[src/rtl/hex_scan_ctrl.sv]
// Scan controller for a bank of 7-segment digits: shows one nibble per slot, with a
// one-hot digit enable and optional leading-zero blanking. Words are double-buffered to frame boundaries.
module hex_scan_ctrl #(
    parameter int NUM_DIGITS  = 8,
    parameter int REFRESH_DIV = 50000,
    parameter int TYPE_ANODE  = 1
) (
    input  logic                    i_clk,
    input  logic                    i_rst_n,
    input  logic                    i_valid,
    input  logic [4*NUM_DIGITS-1:0] i_data,
    input  logic                    i_blank_lz,
    output logic [3:0]              o_hex_data,
    output logic [NUM_DIGITS-1:0]   o_digit_sel,
    output logic                    o_blank,
    output logic                    o_pending
);
    localparam int DW = $clog2(REFRESH_DIV);
    localparam int IW = $clog2(NUM_DIGITS);
    localparam int WW = 4 * NUM_DIGITS;
    localparam logic [DW-1:0] DIV_LAST = DW'(REFRESH_DIV - 1);
    localparam logic [IW-1:0] IDX_LAST = IW'(NUM_DIGITS - 1);
    localparam logic [NUM_DIGITS-1:0] SEL_OFF =
        (TYPE_ANODE != 0) ? {NUM_DIGITS{1'b1}} : {NUM_DIGITS{1'b0}};
    localparam logic [NUM_DIGITS-1:0] ONE = NUM_DIGITS'(1);

    logic [DW-1:0]         div_q, div_d;
    logic [IW-1:0]         idx_q, idx_d;
    logic [WW-1:0]         pend_q, pend_d;
    logic [WW-1:0]         disp_q, disp_d;
    logic                  pending_q, pending_d;
    logic [3:0]            hex_q, hex_d;
    logic [NUM_DIGITS-1:0] sel_q, sel_d;
    logic                  blank_q, blank_d;

    logic tick;
    logic frame;
    logic slot_blank;

    assign tick  = (div_q == DIV_LAST);
    assign frame = tick && (idx_q == IDX_LAST);

    assign div_d     = tick ? '0 : div_q + DW'(1);
    assign idx_d     = !tick ? idx_q : ((idx_q == IDX_LAST) ? '0 : idx_q + IW'(1));
    // A strobe coinciding with a transfer still lands in pend_q and keeps pending set.
    assign disp_d    = (frame && pending_q) ? pend_q : disp_q;
    assign pend_d    = i_valid ? i_data : pend_q;
    assign pending_d = i_valid || (pending_q && !frame);

    // Slot views of the word about to be displayed; zero_above[k] means nibbles k..top are zero.
    logic [3:0]            nib [NUM_DIGITS];
    logic [NUM_DIGITS:1]   zero_above;
    logic [NUM_DIGITS-1:0] lz;

    assign zero_above[NUM_DIGITS] = 1'b1;

    for (genvar gi = 0; gi < NUM_DIGITS; gi++) begin : g_slot
        assign nib[gi] = disp_d[4*gi +: 4];
        if (gi == 0) begin : g_first
            assign lz[gi] = 1'b0;
        end else begin : g_upper
            assign zero_above[gi] = (nib[gi] == 4'd0) && zero_above[gi+1];
            assign lz[gi]         = zero_above[gi];
        end
    end

    always_comb begin
        hex_d      = hex_q;
        sel_d      = sel_q;
        blank_d    = blank_q;
        slot_blank = i_blank_lz && lz[idx_d];
        if (tick) begin
            blank_d = slot_blank;
            hex_d   = slot_blank ? 4'd0 : nib[idx_d];
            sel_d   = slot_blank ? SEL_OFF : ((ONE << idx_d) ^ SEL_OFF);
        end
    end

    always_ff @(posedge i_clk or negedge i_rst_n) begin
        if (!i_rst_n) begin
            div_q     <= '0;
            idx_q     <= '0;
            pend_q    <= '0;
            disp_q    <= '0;
            pending_q <= 1'b0;
            hex_q     <= 4'd0;
            sel_q     <= SEL_OFF;
            blank_q   <= 1'b1;
        end else begin
            div_q     <= div_d;
            idx_q     <= idx_d;
            pend_q    <= pend_d;
            disp_q    <= disp_d;
            pending_q <= pending_d;
            hex_q     <= hex_d;
            sel_q     <= sel_d;
            blank_q   <= blank_d;
        end
    end

    assign o_hex_data  = hex_q;
    assign o_digit_sel = sel_q;
    assign o_blank     = blank_q;
    assign o_pending   = pending_q;
endmodule
[config.mk]
export PLATFORM = sky130hd
export DESIGN_NAME = hex_scan_ctrl
export DESIGN_NICKNAME = d
export VERILOG_FILES = /design/src/rtl/hex_scan_ctrl.sv
export SDC_FILE = /design/constraint.sdc
export NUM_CORES = 1
export LEC_CHECK = 0
export ABC_AREA = 1
export CAP_MARGIN = 20
export CORE_MARGIN = 2
export CORE_UTILIZATION = 25
export DETAILED_ROUTE_END_ITERATION = 8
export HOLD_SLACK_MARGIN = 0.02
export PLACE_DENSITY = 0.48
export SKIP_LAST_GASP = 1
export SYNTH_ARGS = -nofsm -noshare
export SYNTH_HDL_FRONTEND = slang
export SYNTH_SLANG_ARGS = --single-unit
[constraint.sdc]
create_clock -name i_clk -period 2.1 [get_ports i_clk]
set_input_delay 0.42 -clock i_clk [delete_from_list [all_inputs] [get_ports i_clk]]
set_output_delay 0.42 -clock i_clk [all_outputs]
set_load 0.05 [all_outputs]
======== Yosys cells after proc, flatten, opt, wreduce, memory -nomap -nowiden ========
Cells that the tools add are included.
word-level totals
  register bits ........................... 97
  input port bits ......................... 36
  output and inout bits ................... 14
  word-level logic and storage cells ...... 47
operators by class
  $add $sub $neg .......................... 2
  order comparisons ....................... 2
  equality and inequality tests ........... 2
  shifts and indexed selects .............. 1
  muxes and demuxes ....................... 11
  bitwise logic cells ..................... 2
  reductions and logical operators ........ 19
operator list
  operator                 number
  $mux W32                 1
  $logic_not A4 Y1         7
  $add A16 B1 Y16 const B  1
  $eq A16 B16 Y1 const B   1
  $mux W16                 1
  $bmux W4 S3              1
  $mux W4                  3
  $logic_and A1 B1 Y1      10
  $mux W8                  1
  $not A8 Y8               1
  $shl A1 B3 Y8 const A    1
  $mux W3                  2
  $ge A4 B4 Y1 const B     1
  $lt A3 B4 Y1 const B     1
  $not A3 Y4               1
  $add A3 B1 Y3 const B    1
  $bmux W1 S3              1
  $eq A3 B3 Y1 const B     1
  $logic_not A1 Y1         1
  $logic_or A1 B1 Y1       1
  $mux W1                  1

======== Depth between registers and ports, before layout ========
Gate-level depths: netlist of the first run.
  word-level depth ........................ 15
  gate-level depth with buffers ........... 16
  depth with buffers taken out ............ 16

======== Worst setup path before layout of the first run ========
OpenSTA, ideal clock, no wires.
  path kind ............................... register to register
  from .................................... reg div_q[0]
  to ...................................... reg sel_q[4], in the netlist o_digit_sel[4]
  library setup time ...................... 0.068 ns
  arrival ................................. 1.862 ns
  required time ........................... 2.032 ns
  slack ................................... 0.170 ns
  stages on the path, launching flop included .. 13
  buffers on the path ..................... 1
  period minus slack after synthesis ...... 1.930 ns
  cell sequence ........................... dfrtp_1 > ha_1 > nand3_2 > nor2_2 > nand4_1 > buf_6 > o21ai_4 > nand3_1 > nor2_1 > nand2_1 > nor2_4 > nand2_2 > a21oi_2
between the ends
  cells in the longest elaborated chain, start to end .. 15
  elaborated cells between the ends (all ways) .. 24
  classes of those cells .................. 1 x eq/ne; 1 x shift; 5 x mux; 1 x bitwise; 16 x reduce/logical
ends and longest elaborated chain
  what                               RTL line  RTL
  from (decl)                        27        logic [DW-1:0] div_q, div_d;
  from (signal assigned)             90        div_q <= div_d;
  $eq A16 B16 Y1 *                   40        assign tick = (div_q == DIV_LAST);
  $logic_and A1 B1 Y1                41        assign frame = tick && (idx_q == IDX_LAST);
  $logic_and A1 B1 Y1                46        assign disp_d = (frame && pending_q) ? pend_q : disp_q;
  $mux W32                           46
  $logic_not A4 Y1                   62        assign zero_above[gi] = (nib[gi] == 4'd0) && zero_above[gi+1];
  $logic_and A1 B1 Y1 (6 in series)  62
  $bmux W1 S3                        71        slot_blank = i_blank_lz && lz[idx_d];
  $mux W1 (implied by the code)      71
  $logic_and A1 B1 Y1                71
  $mux W8                            75        sel_d = slot_blank ? SEL_OFF : ((ONE << idx_d) ^ SEL_OFF);
  to (signal assigned)               96        sel_q <= sel_d;
  to (decl)                          33        logic [NUM_DIGITS-1:0] sel_q, sel_d;
Mark *: on every way between the ends. The rest lies on a longest branch, timed or not. The select of a mux whose other input is x is not followed.
A chain may end at the register's enable or synchronous reset.

======== Final worst setup path of the first run ========
  from .................................... reg div_q[0]
  to ...................................... reg sel_q[2], in the netlist o_digit_sel[2]
between the ends
  elaborated cells between the ends (all ways) .. 24
  classes of those cells .................. 1 x eq/ne; 1 x shift; 5 x mux; 1 x bitwise; 16 x reduce/logical
RTL lines
  what                               RTL line  RTL
  $eq A16 B16 Y1 *                   40
  $logic_and A1 B1 Y1 *              41
  $logic_and A1 B1 Y1 *              46
  $mux W32 *                         46
  net disp_d[17]                     30        logic [WW-1:0] disp_q, disp_d;
  $logic_not A4 Y1 *                 62
  $logic_and A1 B1 Y1 *              62
  $logic_and A1 B1 Y1 (3 in series)  62
  $bmux W1 S3 *                      71
  $mux W1 (implied by the code) *    71
  $logic_and A1 B1 Y1 *              71
  $mux W8 *                          75
Mark *: on every way through the listed nets, which the timed path passes. The rest lies on a longest branch. The select of a mux whose other input is x is not followed.

==> results.md, run 1 <==
* Via density at 4.52
* Startpoint Class: register
* Slew Limit Fails at 0
* Power Total at 3.73 mW
* Die Area at 19200 µm²
* Vias at 4025
* P_leak at 3.31 nW
* CTS tree: done
* Worst Max-Slew Pin Slew at 0.507 ns
* Root Driver: clkbuf_16
* Final min period at 2.20 ns
* DP Cell Count at 851
* Hold crit path type: reg2reg
* Reg-to-Reg End: o_digit_sel[2]
* GP Congestion at 0.890
* Syn nets at 538
* WL/cell at 15.5 µm
* RSZ-0062 raised after global routing: true
* Number of max-cap violations at 0
* Share of post-route cells with drive strength above 1 at 42.0%
* Post-Layout Cell Count at 891
* Final hold viol count at 0
* Vias in the first global route at 4203
* Post-Syn Area at 4530 µm²
* Yosys reg bits at 97
* CTS buffer count at 9
* Core Util, Final at 38.3%
* Post-synth EDFFs at 0
* Critical Path RT at 2.39 ns
* Setup TNS Final at -0.779 ns
* First-pass GRT wire length at 21.6 mm
* Port buffer count at 49
* Drt drc at 0
* Total gr overflow at 0
* Layout Nets at 696
* Synth top cells by count: 113 x nand2_1, 88 x dfrtp_1, 57 x inv_1
* Hold Path Sink: o_blank
* Post-Synthesis Cells at 499
* Syn Area/Cell at 9.08 µm²
* Detailed Place HPWL at 9.75 mm
* Flop-to-flop setup slack at -0.10 ns
* Antenna Violating Nets Remaining at 0
* CP most frequent cell: nand2_2
* CTS clk-pin slew, worst paths at 0.07 ns
* Netlist cell types at 34
* Area post-placement at 5920 µm²
* Pwr dens at 544 nW/µm²
* Fin area at 6860 µm²
* Hold depth at 2
* Final setup margin at -0.101 ns
* Core Box Area at 17900 µm²
* Sequential area share after synthesis at 53.8%
* Yosys top cell area share at 48.6%
* Setup violations, final at 11
* Maximum vdd drop at 0.338 mV
* Failing checks: negative setup slack
* Hold_sp: o_blank
* Crit. End Element: register
* Worst reg2reg startpoint: div_q[0]
* Crit path kind: reg2reg
* Initial Util at 25.3%
* Worst setup path startpoint: div_q[0]
* Die height at 139 µm
* CP max-delay cell: dfrtp_1
* Hold Slack at 0.477 ns
* First-pass detailed-route iteration total at 4
* Worst-path cell chain: ha_4, nand3_4, nor2_4, nand4_1, buf_6, buf_12, nand2_4, nand2_2, nor2_1, nand2_1, nand2_2, nand2_2, nor2_4, nand4_4, nand2_2
* Clock Sinks at 97
* Tot GR Track Use at 14.2%
* Clk buf depth at 2
* Cell count of the worst reg-to-reg path at 15
* Clock Skew at 0.00784 ns
* FILL cells at 1823
* Fmax at 454 MHz
* Final wirelength at 13.8 mm
* Htree depth at 3
* Critical path arrival at 2.49 ns
* Iter 0 DRT Violations at 193
* Top-count cell post-synth: nand2_1
* Outcome: finished, violations left
* Synth Warn # at 0
* Ant diodes at 0
* Io pins at 50
* Antenna violations before repair at 0
* Ys flop type: dfrtp_1
* Max-slew headroom at 66.1%
* Area contributors post-synth: dfrtp_1 49%, nand2_1 9.4%, mux2_2 5.7%
* Die Width at 139 µm
* Layout area overhead at 51.4%
* Largest area contributor in the netlist: dfrtp_1
* Clk Latency, worst-skew pair at 0.34 ns
* Worst slack at placement at -0.309 ns
* Largest net degree at the start of global routing at 43
* Critical path fanouts, max at 8
* Period utilization at 105%
* CP peak stage delay at 0.40 ns
* Ys async rst share at 100%
* FP Rows at 49
[critical path: cells and delay by family, from the launching register on]
kind / cells / cell delay (ns)
fa+ha+maj: 1 / 0.19
buf+inv: 2 / 0.32
simple gates: 12 / 1.23
flops: 1 / 0.40
[timing repair]
action,CTS,global route
pin swaps,13,36
hold buffers,1,0
setup endpoints to repair,12,14
gates resized for setup,39,80
endpoints found under the hold margin,24,0
buffers inserted,5,15
cloned,2,2
[kinds of logic after synthesis]
logic type	synth area share (%)
and+or+nand+nor	23.5
AOI/OAI and AO/OA	8.75
buffers and inverters	6.98
DFF	53.8
adders and majority gates	0.828
xor gates and xnor gates	0.386
muxes	5.71
[power by group]
part	switching [mW]	total (mW)	internal [mW]	leakage, nW
Clock	0.692	1.56	0.863	0.139
Sequential	0.0341	1.96	1.93	1.24
Combinational	0.0983	0.213	0.114	1.94
Total	0.825	3.73	2.91	3.31
[sequential cells by signal, indices dropped and copies added (netlist names)]
| name | count |
|---|---|
| pend_q | 32 |
| o_pending | 1 |
| div_q | 16 |
| o_hex_data | 4 |
| o_blank | 1 |
| idx_q | 3 |
| o_digit_sel | 8 |
| disp_q | 32 |
[metal layers]
metal  vias to the layer above  wire [µm]  track usage, %  share of wire (%)
met5                         -          0               0                  0
met4                         0        343            6.54                2.5
met3                        18        492            3.00                3.6
met2                        72       6930            23.8                 50
met1                      1986       6050            17.6                 44
li1                       1949          -               -                  -
[how the worst max path moves through the flow]
stage | end | slack (ns)
2_1_floorplan | o_digit_sel[4] | 0.17
3_3_place_gp | o_hex_data[2] | -0.26
3_5_place_dp | o_hex_data[2] | -0.31
4_1_cts | o_digit_sel[3] | -0.06
5_1_grt | o_digit_sel[2] | -0.25
6_report | o_digit_sel[2] | -0.10
[cell usage in the layout (no fill, tap or decap), drive strengths merged, types with 6 or more instances in the layout]
cell type / count
buf: 121
nand2: 118
dfrtp: 88
inv: 64
nor2: 57
clkdlybuf4s50: 38
o21ai: 33
nand4: 25
mux2: 23
nand3: 23
clkbuf: 15
a21oi: 15
dfstp: 9
o2111ai: 6
[final cells by class]
cell class              instances  area (µm²)  share of cell area [%]
clock inverters                 3        15.0                   0.219
well taps                     229         287                    4.18
flip-flops and latches         97        2440                    35.5
multi-input cells             323        2140                    31.2
repair buffers                162        1470                    21.5
inverters                      64         245                    3.57
clock buffers                  13         260                    3.79
No activity file was read; power rests on OpenSTA's default activity.
==> run 2: changes to the inputs <==
--- a/config.mk
+++ b/config.mk
@@ -7,7 +7,6 @@
 export LEC_CHECK = 0
 export ABC_AREA = 1
 export CAP_MARGIN = 20
-export CORE_MARGIN = 2
 export CORE_UTILIZATION = 25
 export DETAILED_ROUTE_END_ITERATION = 8
 export HOLD_SLACK_MARGIN = 0.02
==> run 2 against run 1 <==
The run still ends with negative setup slack left. Final cell count decreased by 4.6%. Hold slack better by 0.023 ns. Final area decreased by 7.5%. First-iteration DRC count fell by 5.2%. Maximum frequency increased by 3.8%. Routed wire length down 12%. Sequential share of layout area increased by 2.9 points. Power increased by 2.5%. Clock power is 6% higher. Largest cell class unchanged.
==> results.md, run 2 (synthesized netlist as in run 1, its figures left out) <==
* Port buffer count at 49 (unchanged)
* Largest net degree at the start of global routing at 43 (unchanged)
* Drt drc at 0 (unchanged)
* Max-slew headroom at 66.0% (was 66.1%)
* CTS clk-pin slew, worst paths at 0.07 ns (about the same)
* Crit. End Element: register (unchanged)
* Area post-placement at 5750 µm² (was 5920 µm²)
* First-pass GRT wire length at 19.4 mm (was 21.6 mm)
* Slew Limit Fails at 0 (unchanged)
* Top flop regs: disp_q: 32 flops, pend_q: 32 flops, div_q: 16 flops (unchanged)
* Via density at 4.48 (was 4.52)
* FP Rows at 48 (was 49)
* GRT met1 Usage at 17.5% (was 17.6%)
* Clk Latency, worst-skew pair at 0.35 ns (was 0.34 ns)
* Die Width at 137 µm (was 139 µm)
* RSZ-0062 raised after global routing: true (unchanged)
* Final wirelength at 12.2 mm (was 13.8 mm)
* Detailed Place HPWL at 9.07 mm (was 9.75 mm)
* GP Congestion at 0.884 (was 0.890)
* Fin area at 6350 µm² (was 6860 µm²)
* Fmax at 472 MHz (was 454 MHz)
* GRT met3 Usage at 3.85% (was 3.00%)
* Number of max-cap violations at 0 (unchanged)
* GR met2 Demand/Resource at 22.7% (was 23.8%)
* Layout area overhead at 40.0% (was 51.4%)
* Crit path kind: reg2reg (unchanged)
* Clock Skew at 0.0103 ns (was 0.00784 ns)
* Antenna violations before repair at 0 (unchanged)
* Critical Path RT at 2.39 ns (about the same)
* Tot GR Track Use at 14.0% (was 14.2%)
* Htree depth at 3 (unchanged)
* Antenna Violating Nets Remaining at 0 (unchanged)
* Total gr overflow at 0 (unchanged)
* Period utilization at 101% (was 105%)
* Vias in the first global route at 3745 (was 4203)
* Vias at 3804 (was 4025)
* Io pins at 50 (unchanged)
* Maximum vdd drop at 0.538 mV (was 0.338 mV)
* Die height at 137 µm (was 139 µm)
* Hold Slack at 0.500 ns (was 0.477 ns)
* Clock Sinks at 97 (unchanged)
* Final min period at 2.12 ns (was 2.20 ns)
* Pwr dens at 602 nW/µm² (was 544 nW/µm²)
* WL/cell at 14.3 µm (was 15.5 µm)
* Layout Nets at 659 (was 696)
* Grt peak-use layer: met2 (unchanged)
* Power Total at 3.82 mW (was 3.73 mW)
* P_leak at 3.11 nW (was 3.31 nW)
* Worst Max-Slew Pin Slew at 0.508 ns (was 0.507 ns)
* Final hold viol count at 0 (unchanged)
* Clk buf depth at 2 (unchanged)
* Ant diodes at 0 (unchanged)
* Post-Layout Cell Count at 850 (was 891)
* Outcome: finished, violations left (unchanged)
* DP Cell Count at 821 (was 851)
* First-pass detailed-route iteration total at 4 (unchanged)
* Final setup margin at -0.0196 ns (was -0.101 ns)
* Setup violations, final at 7 (was 11)
* Critical path fanouts, max at 9 (was 8)
* Hold crit path type: reg2reg (unchanged)
* Startpoint Class: register (unchanged)
* CTS buffer count at 9 (unchanged)
* Leading cell type in the layout, fill and taps excluded: nand2_1 (was buf_4)
* Commonest non-fill, non-tap cells in the layout: 100 x nand2_1, 88 x dfrtp_1, 75 x buf_4, 56 x inv_1 (was 106 x buf_4, 88 x dfrtp_1, 74 x nand2_1, 55 x inv_1, 39 x nand2_2)
* Core Box Area at 17500 µm² (was 17900 µm²)
* Iter 0 DRT Violations at 183 (was 193)
* Die Area at 18700 µm² (was 19200 µm²)
* Root Driver: clkbuf_16 (unchanged)
* CTS tree: done (unchanged)
* Share of post-route cells with drive strength above 1 at 31.5% (was 42.0%)
* Initial Util at 25.9% (was 25.3%)
* Critical path arrival at 2.40 ns (was 2.49 ns)
* Failing checks: negative setup slack (unchanged)
-- run 2: cell types whose count changed in the layout (fill, tap and decap cells not counted), sizes merged --
| cell | previous run | this run |
|---|---|---|
| buf | 121 | 86 |
| clkbuf | 15 | 14 |
| bufinv | 0 | 1 |
| clkinv | 3 | 1 |
-- run 2: layout make-up --
type	instances	area, µm²
Timing Repair Buffer	125	1130
Sequential cell	97	2440
Inverter	64	240
Clock buffer	14	254
Multi-Input combinational cell	323	1970
Clock inverter	2	38.8
Tap cell	225	282
Fill cell	1734	11100
-- run 2: path summary, 6_finish.rpt --
kind | startpoint | endpoint | depth (start not counted) | slack [ns]
worst max-delay path | div_q[5] | o_digit_sel[4] | 13 | -0.02
worst min-delay path | disp_q[26] | disp_q[26] | 2 | 0.50
worst max register to register | div_q[5] | o_digit_sel[4] | 13 | -0.02
worst min register to register | disp_q[26] | disp_q[26] | 2 | 0.50
max in group asynchronous | i_rst_n | o_digit_sel[1] | 3 | 0.97
min in group asynchronous | i_rst_n | disp_q[19] | 2 | 0.55
-- run 2: critical path, cell delays in order (launching register included) --
cell	delay [ns]
dfrtp_1	0.41
nor2_4	0.19
nand2_4	0.10
nor2_4	0.12
nand4_1	0.11
buf_6	0.15
buf_6	0.13
nand2_2	0.05
o211ai_1	0.17
nor2_4	0.18
nand2_2	0.08
nor2_4	0.16
nand2_4	0.09
a21oi_2	0.12
-- run 2: routing by layer --
metal,share of wire (%),vias to the layer above
met5,0,-
met4,2.9,0
met3,4.0,21
met2,48,71
met1,45,1825
li1,-,1887
-- run 2: repair_timing --
item / CTS / global route
gates cloned: 2 / 0
gates resized for setup: 17 / 40
pin swaps: 4 / 16
buffers inserted: 2 / 8
hold buffers: 1 / 0
hold endpoints to repair: 22 / 0
setup endpoints to repair: 12 / 15
-- run 2: power breakdown --
| part | internal [mW] | leakage [nW] | total, mW | switching [mW] |
|---|---|---|---|---|
| logic | 0.118 | 1.73 | 0.208 | 0.0909 |
| clock network | 0.961 | 0.141 | 1.65 | 0.691 |
| registers | 1.93 | 1.24 | 1.96 | 0.0352 |
| total | 3.01 | 3.11 | 3.82 | 0.817 |
-- run 2: per-stage QoR --
stage	setup WS [ns]	utilization, %	TNS [ns]
after global routing	-0.142	36.3	-1.45
after detailed placement	-0.183	32.9	-1.62
final	-0.0196	36.3	-0.0889
after CTS	-0.0517	35.1	-0.299
after global placement	-0.146	32.9	-1.14
after floorplan	0.170	-	0
==> RTL change, RTL diff (flow settings as in run 2) <==
Change the parameter `NUM_DIGITS` from 8 to 16.
--- a/src/rtl/hex_scan_ctrl.sv
+++ b/src/rtl/hex_scan_ctrl.sv
@@ -3,3 +3,3 @@
 module hex_scan_ctrl #(
-    parameter int NUM_DIGITS  = 8,
+    parameter int NUM_DIGITS  = 16,
     parameter int REFRESH_DIV = 50000,
Ports: changed (resized i_data and o_digit_sel); port bits go from 50 to 90. No check against the original RTL was run, so the function may have changed too.
==> RTL change against run 2 <==
  * The run still ends with setup timing left
  * First-iteration DRC count grew 120%
  * Critical path type unchanged
  * Power grew 85%
  * Sequential cell count grew 73
  * Clock power grew 95%
  * Largest cell class unchanged
  * Synthesized area grew 79%
  * Worst hold slack lost 0.059 ns
  * Critical path depth grew 5
  * Design area grew 90%
  * Die area grew 77%
  * Via count grew 85%
  * Worst setup slack lost 0.47 ns
  * Routed wire length grew 100%
==> RTL change: results (changes against run 2) <==
- Post-synthesis sequential area ratio: 52.8% (-1.0 points)
- Crit-path slowest cell: dfrtp_1
- Synth cell count leaders: nand2_1 (218), dfrtp_1 (153), inv_1 (130), nor2_1 (80), mux2_2 (44)
- Yosys cell types: 41 (+21%)
- Failing checks: setup timing
- Seq pwr: 3.48 mW (+78%)
- CP Data Arrival Time: 2.95 ns (+0.55 ns)
- R2R Path Start: div_q[0]$_DFF_PN0_
- Crit Path Max Fanout: 8 (-1)
- First-pass GRT wire length: 39.4 mm (+100%)
- Post-Syn Nets: 1000 (+86%)
- Final wirelength: 24.5 mm (+100%)
- Fill count: 3216 (+85%)
- Setup TNS Final: -9.21 ns (-9.12 ns)
- P_int: 5.39 mW (+79%)
- Vias in the first global route: 7218 (+93%)
- Post-synth ARST share: 100% (unchanged)
- Setup ws final: -0.487 ns (-0.467 ns)
- Top Registers: disp_q x64, pend_q x64
- Final hold vios: 0 (unchanged)
- Static Leak: 6.22 nW (+100%)
- Worst hold slack: 0.441 ns (-0.0594 ns)
- Area contributors post-synth: dfrtp_1 (47%), nand2_1 (10%), mux2_2 (6.1%)
- Final setup viols: 25 (+18)
- Post-CTS Setup Inserts: 20 (+18)
- Yosys synthesis warning count: 0 (unchanged)
- DP Worst Slack: -0.494 ns (-0.312 ns)
- Remaining antenna violation count: 0 (unchanged)
- DR vias/cell: 4.39 (-1.9%)
- Reg power frac: 49.1% (-2.3 points)
- Hold Crit Class: input port to asynchronous set/reset pin
- Slowest stage delay, CP: 0.41 ns (about the same)
- Clock Skew: 0.0120 ns (+0.00170 ns)
- Worst-skew pair later-pin latency: 0.43 ns (+0.08 ns)
- H-tree levels: 4 (+1)
- Worst-path clk slew: 0.07 ns (about the same)
- Initial DRC Count: 394 (+120%)
- Placed wire-length estimate: 17.1 mm (+89%)
- Clock share of power: 45.4% (+2.2 points)
- VDD IR max: 365 uV (-32%)
- Placer Congestion: 0.832 (-5.8%)
- CTS Hold Bufs: 1 (unchanged)
- Drt pass-1 iters: 4 (unchanged)
- Pin count of the biggest net entering global routing: 86 (+100%)
- Diode count: 0 (unchanged)
- PortBufs: 89 (+82%)
- Post-CTS sizing: 52 (+35)
- Outcome: finished with violations
- CTS Buf Count: 17 (+8)
- Fin nets: 1261 (+91%)
- Tot GR Track Use: 15.3% (+1.3 points)
- Worst slew margin: 66.5% (+0.52 points)
- R2R cell count: 18 (+5)
- Root Buffer: clkbuf_16
- RR Endpoint: o_digit_sel[7]$_DFFE_PN1N_
- Share of layout cells above drive strength 1: 37.0% (+5.5 points)
RTL change: cell count changes after synthesis, sizes merged, moves of 8 or more:
cell   before  now
buf         6   24
o21ai      33   77
dfstp       9   17
o22ai       4   18
mux2       23   44
nand2     118  223
dfrtp      88  153
nand4      25   34
nor2       57   89
inv        64  138
a21oi      15   23
RTL change: cells by family after synthesis:
family / share of synthesized area, %
compound gates: 9.24
xor+xnor: 0.525
fa+ha+maj: 0.309
buf+inv: 8.85
flops: 52.8
mux: 6.12
simple gates: 22.2
RTL change: per-layer routing:
metal	track usage, %	share of wire (%)	vias up
li1	-	-	3507
met1	21.0	47	3393
met2	24.8	48	122
met3	2.83	3.6	28
met4	3.83	1.3	0
met5	0	0	-
RTL change: how the worst max path moves through the flow:
stage,from,cells after the start,endpoint
after global routing,div_q[0]$_DFF_PN0_,19,o_digit_sel[7]$_DFFE_PN1N_
final,div_q[0]$_DFF_PN0_,18,o_digit_sel[7]$_DFFE_PN1N_
after global placement,idx_q[0]$_DFF_PN0_,16,o_blank$_DFFE_PN1N_
after CTS,div_q[7]$_DFF_PN0_,15,o_digit_sel[6]$_DFFE_PN1N_
after detailed placement,idx_q[0]$_DFF_PN0_,16,o_blank$_DFFE_PN1N_
after floorplan,div_q[0]$_DFF_PN0_,14,o_blank$_DFFE_PN1N_
RTL change: final cells by class:
cell class | count | area share [%]
clock buffer | 18 | 3.55
clock inverter | 14 | 1.34
inverter | 138 | 4.35
multi-input combinational | 582 | 29.6
sequential | 170 | 35.4
tap | 402 | 4.17
timing repair buffer | 282 | 21.6
RTL change: through the flow:
stage / cell area [um2] / std cells
after floorplan: 8170 / 930
after global placement: 10600 / 1534
after detailed placement: 10600 / 1534
after CTS: 11600 / 1590
after global routing: 12100 / 1606
final: 12100 / 1606
